## src/rtl/seq_det_pkg.sv

```systemverilog
// Shared defaults and limits for the
// parameterised serial sequence detector.
package seq_det_pkg;

  localparam int unsigned DEF_N     = 2;
  localparam logic [1:0]  DEF_RST_PAT = 2'b10;
  localparam int unsigned DEF_CNT_W = 8;
  localparam int unsigned N_MIN     = 2;
  localparam int unsigned N_MAX     = 16;

endpackage

```

## src/rtl/sat_counter.sv

```systemverilog
// Saturating up-counter with synchronous
// clear; clear has priority over increment.
import seq_det_pkg::*;

module sat_counter #(
  parameter int unsigned W = DEF_CNT_W
) (
  input  logic         clk,
  input  logic         rst,
  input  logic         inc,
  input  logic         clr,
  output logic [W-1:0] q
);

  logic [W-1:0] q_q;
  logic [W-1:0] q_d;

  // next count: clear, saturating increment or hold
  always_comb begin
    q_d = q_q;
    if (clr) begin
      q_d = '0;
    end else if (inc && (q_q != {W{1'b1}})) begin
      q_d = q_q + 1'b1;
    end
  end

  // count register
  always_ff @(posedge clk or negedge rst) begin
    if (!rst) begin
      q_q <= '0;
    end else begin
      q_q <= q_d;
    end
  end

  assign q = q_q;

endmodule

```

## src/rtl/seq_detect_param.sv

```systemverilog
// Serial pattern detector with loadable pattern,
// optional overlap and saturating match counter.
import seq_det_pkg::*;

module seq_detect_param #(
  parameter int unsigned       N       = DEF_N,
  parameter logic [N-1:0]      RST_PAT = N'(DEF_RST_PAT),
  parameter bit                OVERLAP = 1'b1,
  parameter int unsigned       CNT_W   = DEF_CNT_W
) (
  input  logic             clk,
  input  logic             rst,
  input  logic             in,
  input  logic             in_valid,
  input  logic             cfg_load,
  input  logic [N-1:0]     cfg_pattern,
  input  logic             cnt_clr,
  output logic             z,
  output logic [CNT_W-1:0] match_cnt
);

  localparam int unsigned FW = $clog2(N + 1);
  localparam logic [FW-1:0] FULL = FW'(N);

  logic [N-1:0]  hist_q, hist_d;
  logic [FW-1:0] fill_q, fill_d;
  logic [N-1:0]  pat_q, pat_d;
  logic          z_q, z_d;
  logic          match;

  // shift history, track fill, detect match
  always_comb begin
    hist_d = hist_q;
    fill_d = fill_q;
    pat_d  = pat_q;
    z_d    = 1'b0;
    match  = 1'b0;
    if (cfg_load) begin
      pat_d  = cfg_pattern;
      fill_d = '0;
    end else if (in_valid) begin
      hist_d = {hist_q[N-2:0], in};
      if (fill_q != FULL) begin
        fill_d = fill_q + 1'b1;
      end
      match = (hist_d == pat_q) &&
              (fill_d == FULL);
      z_d = match;
      if (match && !OVERLAP) begin
        fill_d = '0;
      end
    end
  end

  // detector state and registered match pulse
  always_ff @(posedge clk or negedge rst) begin
    if (!rst) begin
      hist_q <= '0;
      fill_q <= '0;
      pat_q  <= RST_PAT;
      z_q    <= 1'b0;
    end else begin
      hist_q <= hist_d;
      fill_q <= fill_d;
      pat_q  <= pat_d;
      z_q    <= z_d;
    end
  end

  sat_counter #(
    .W(CNT_W)
  ) u_cnt (
    .clk(clk),
    .rst(rst),
    .inc(match),
    .clr(cnt_clr),
    .q  (match_cnt)
  );

  assign z = z_q;

endmodule

```

## config.mk

```make
export PLATFORM = sky130hd
export DESIGN_NAME = seq_detect_param
export DESIGN_NICKNAME = d
export VERILOG_FILES = /design/src/rtl/seq_det_pkg.sv /design/src/rtl/sat_counter.sv /design/src/rtl/seq_detect_param.sv
export SDC_FILE = /design/constraint.sdc
export NUM_CORES = 1
export LEC_CHECK = 0
export BUFFER_PORTS_ARGS = -buffer_cell sky130_fd_sc_hd__buf_4
export CAP_MARGIN = 5
export CORE_MARGIN = 3
export CORE_UTILIZATION = 32
export CTS_BUF_LIST = sky130_fd_sc_hd__clkbuf_16
export DETAILED_ROUTE_END_ITERATION = 8
export GPL_ROUTABILITY_DRIVEN = 0
export SLEW_MARGIN = 40
export SYNTH_ARGS = -nofsm -noshare
export SYNTH_HDL_FRONTEND = slang
export SYNTH_SLANG_ARGS = --single-unit
export TNS_END_PERCENT = 10
```

## constraint.sdc

```tcl
create_clock -name clk -period 1.7 [get_ports clk]
set_input_delay 0.34 -clock clk [delete_from_list [all_inputs] [get_ports clk]]
set_output_delay 0.34 -clock clk [all_outputs]
set_load 0.03 [all_outputs]
```

Yosys cells after proc, flatten, opt, wreduce, memory -nomap -nowiden
Cells that the tools add are included.
Word-level totals
  register bits: 14
  logic and storage cells: 26
  output and inout port bits: 9
  input bits: 8
Operators by class
  eq/ne operators: 4
  muxes and demuxes: 9
  bitwise gates (word level): 1
  add/sub/neg operators: 2
  reductions and logical operators: 5
Operator list (count)
  $mux 8: 2
  $mux 2: 5
  $add 8x1->8 const B: 1
  $ne 8x8->1 const B: 1
  $reduce_bool 2->1: 2
  $add 2x1->2 const B: 1
  $eq 2x2->1: 1
  $eq 2x2->1 const B: 1
  $logic_and 1x1->1: 2
  $mux 1: 2
  $ne 2x2->1 const B: 1
  $reduce_and 2->1: 1
  $not 1->1: 1

Longest topological paths before layout
  depth in word-level cells: 11
  depth in mapped cells: 7
  depth with buffers taken out: 6

Modules after synthesis
From an unflattened synthesis, not the netlist that was laid out.
Second synthesis, totals
  cell total of the unflattened synthesis: 70
  area, all modules: 748.2 µm²
Modules (own cells, without submodules)
  sat_counter: area each 464.2 µm², seq. area each 200.2 µm², cells each 49, instances 1
  seq_detect_param: area each 284.0 µm², seq. area each 151.4 µm², cells each 21, instances 1

Worst setup path after synthesis
No wires, ideal clock.
  path kind: register -> register
  start point: register u_cnt.q_q[0], in the netlist u_cnt.q[0]
  end point: register u_cnt.q_q[3], in the netlist u_cnt.q[3]
  data required time: 1.622 ns
  setup slack: -0.037 ns
  stages on the path, launching flop included: 7
  arrival time: 1.659 ns
  buffers on the path: 1
  setup time: 0.078 ns
  clock period less this slack: 1.737 ns
  path through: dfrtp_1 ha_1 nand3_1 nor2_1 buf_4 or4_1 a21oi_1
On the way
  longest elaborated chain between the ends: 3
  elaborated cells between the ends (all ways): 6
  classes of those cells: add/sub: 1; eq/ne: 1; mux: 2; reduce/logical: 2
Ends and longest elaborated chain
  start: declaration: RTL line sat_counter.sv:15  | logic [W-1:0] q_q;
  start signal: assignment: RTL line sat_counter.sv:33  | q_q <= q_d;
  $add 8x1->8 or $ne 8x8->1 (tied branches): RTL line sat_counter.sv:24, sat_counter.sv:23
  $mux 8 or $logic_and 1x1->1 (tied branches): RTL line sat_counter.sv:23  | end else if (inc && (q_q != {W{1'b1}})) begin
  $mux 8 or $reduce_bool 2->1 (tied branches)
Parallel ways exist; a longest one is shown, timed or not. The select of a mux whose other input is x is not followed.
A chain may end at the register's enable or synchronous reset.

Worst setup path in the final report
  start point: register pat_q[1]
  end point: register u_cnt.q_q[5], in the netlist u_cnt.q[5]
On the way
  longest elaborated chain between the ends: 6
Ends and longest elaborated chain
  start: declaration: RTL line seq_detect_param.sv:27  | logic [N-1:0] pat_q, pat_d;
  start signal: assignment: RTL line seq_detect_param.sv:65  | pat_q <= pat_d;
  $eq 2x2->1: RTL line seq_detect_param.sv:46  | match = (hist_d == pat_q) &&
  $logic_and 1x1->1: RTL line seq_detect_param.sv:46
  $mux 1: RTL line seq_detect_param.sv:41  | end else if (in_valid) begin
  $mux 1: RTL line seq_detect_param.sv:38  | if (cfg_load) begin
  $logic_and 1x1->1: RTL line sat_counter.sv:23
  $reduce_bool 2->1 (no line)
No other way between the ends.

==> metrics.yaml <==
clockPowerShare: 0.485
cts.path.max_buffers: 2
antenna_cells: 0
ir_worst_vdd_uv: 615.0
nets: 109
die_y_um: 54.48
clk_pin_slew_ps: 40
grt_max_degree: 15
syn_to_final_growth_pct: 45.26
drt-pass1-iter-count: 3
port_buffers: 16
netlist-cell-type-count: 29
ys_seq_elements: 14
finish.instance_area_um2: 1092
cts.htree.levels: 1
cts_buffers: 3
powerDensity_nw_per_um2: 837.9
hold_depth: 2
hp-start: "cfg_load"
period_share: 0.9919
crit_chain: "xnor2_2 > nand4_4 > or4b_1 > a21oi_1"
ys_async_sr_fraction: 1.000
cts_tree: "yes"
cpPeakStageDelay_ps: 550
skew_ps: 0.9714
hold_class: "in2reg"
hold_end: "fill_q[0]"
path_delay_family: "simple AND/OR/NAND/NOR gates"
die_w_um: 54.48
core_area_um2: 2082
pwr-share-seq: 0.396
post-place-ws_ps: 36.98
crit_required_ps: 1860
grt_pass1_vias: 546
drv_cap: 0
finalCriticalPeriod_ps: 1686
worstMarginPinSlew_ps: 342.6
rr_startpoint: "pat_q[1]"
cp_max_fo: 7
viasPerCell: 4.960
yosys_warnings: 0
finalWirelength_um: 1766
final_common_cell: "buf_4"
fmax_ghz: 0.5931
dr.first_iter.drc_count: 5
via_count: 620
grt_use_total: 0.1321
ff2ff_setup_slack_ps: 10
grt_antenna_before_repair: 0
stdcell_count: 125
worstReg2RegEnd: "u_cnt.q[5]"
ff2ff_path_depth: 4
drive_gt1_frac: 0.4388
p_total_uw: 915.2
slew_viol_final: 0
hold-worst-slack_ps: 315.1
power_leakage_nw: 0.4825
clock_latency_ps: 240
syn_area_um2: 752.0
synth_ff_type: "dfrtp_1"
detail_route.wl_per_cell_um: 14.13
p_switching_uw: 195.9
grt_first_pass_wirelength_um: 2649
drc: 0
rows: 16
dp_cells: 118
clkSinkCount: 14
start_util: 0.3612
antenna_left: 0
syn-instance-count: 70
syn-mean-instance-area_um2: 10.74
crit_slowest_cell: "dfstp_2"
end_kind: "flop"
cts_root_buf: "clkbuf_16"
combPwrFrac: 0.119
status: "completed"
final_cell_mix: "25 x buf_4, 11 x dfrtp_1, 6 x nor2_1, 5 x a21oi_1"
path_buf_inv: 0
gr-total-overflow: 0
place_area_um2: 945.9
pin_count: 17
place_hpwl_um: 1162
crit_start: "pat_q[1]"
worst-setup-path-type: "reg2reg"
start_kind: "flop"
dieArea_um2: 2968
p_int_uw: 719.3
final-hold-violation-count: 0
fin_ws_ps: 13.84
synth-seq-area-share: 0.4676
synth-edff-count: 0
sw_frac_of_total: 0.2140
slew-limit-headroom: 0.7686
syn_nets: 80
worstPathArrival_ps: 1850
setup_viol: 0
-- state kept, by name (all words and copies together), names as in the netlist --
name     cells
hist_q       1
u_cnt.q      8
fill_q       2
pat_q        2
z            1
-- worst max path at each step --
stage                     depth (start not counted)          to  slack, ps
after floorplan                                   6  u_cnt.q[3]         20
after global placement                            5  u_cnt.q[5]         40
after detailed placement                          5  u_cnt.q[4]         40
after CTS                                         4  u_cnt.q[4]         20
after global routing                              4  u_cnt.q[5]        -50
final                                             4  u_cnt.q[5]         10
-- final cells by class --
type                    instances  area [um^2]
fillers                       206        989.7
multi-input cells              49        401.6
flip-flops and latches         14        354.1
repair buffers                 27        209.0
clock buffers                   3        75.07
well taps                      27        33.78
inverters                       4        15.01
clock inverters                 1        3.754
-- stage by stage --
step                        util  TNS, ps
after floorplan                -        0
after global placement    0.4543        0
after detailed placement  0.4543        0
after CTS                 0.5012        0
after global routing      0.5246   -48.42
final                     0.5246        0
-- power groups by stage --
stage / clock (mW) / combinational [mW] / sequential [mW]
finish: 0.444 / 0.109 / 0.362
global route: 0.475 / 0.118 / 0.364
CTS: 0.450 / 0.0908 / 0.360
detailed placement: 0 / 0.0811 / 0.365
global placement: 0 / 0.0790 / 0.364
floorplan: 0 / 0.0458 / 0.366
-- worst reg2reg max path: cells and delay by family, from the launching register on --
kind | cells | cell delay [ps]
flops | 1 | 550
compound gates | 1 | 190
simple gates | 2 | 740
xor+xnor | 1 | 130
-- cell usage after synthesis (2+ instances only) --
master	count	area (um^2)
dfrtp_1	13	325.3
nor2_1	7	26.28
a21oi_1	6	30.03
inv_1	4	15.01
nand3_1	4	20.02
mux2_2	3	33.78
mux2i_1	3	30.03
o31ai_1	3	22.52
ha_1	2	25.02
nand2_1	2	7.510
nand2b_1	2	12.51
or3_1	2	12.51
or4_1	2	15.01
xnor2_1	2	17.52
-- kinds of logic (layout without fill, tap and decap cells) --
kind of cell    Yosys count  in the layout  share of synthesized area
compound gates           11             11                    0.08818
xor+xnor                  2              2                    0.02330
fa+ha+maj                 2              2                    0.03327
buf+inv                   7             35                    0.04991
flops                    14             14                     0.4676
mux                       7              7                    0.09983
simple gates             27             27                     0.2379
-- per-layer routing --
metal	share of wire	GRT usage
met5	0	0
met4	0.016	0.08714
met3	0.032	0.03270
met2	0.50	0.1853
met1	0.45	0.1777
-- timing repair --
item / in CTS / in global routing
endpoints found under the setup margin: 2 / 6
resized for setup: 1 / 6
pin swaps: 1 / 4
hold buffers: 1 / 0
setup buffers: 0 / 2
endpoints found under the hold margin: 13 / 0
(Power assumes the default switching activity.)
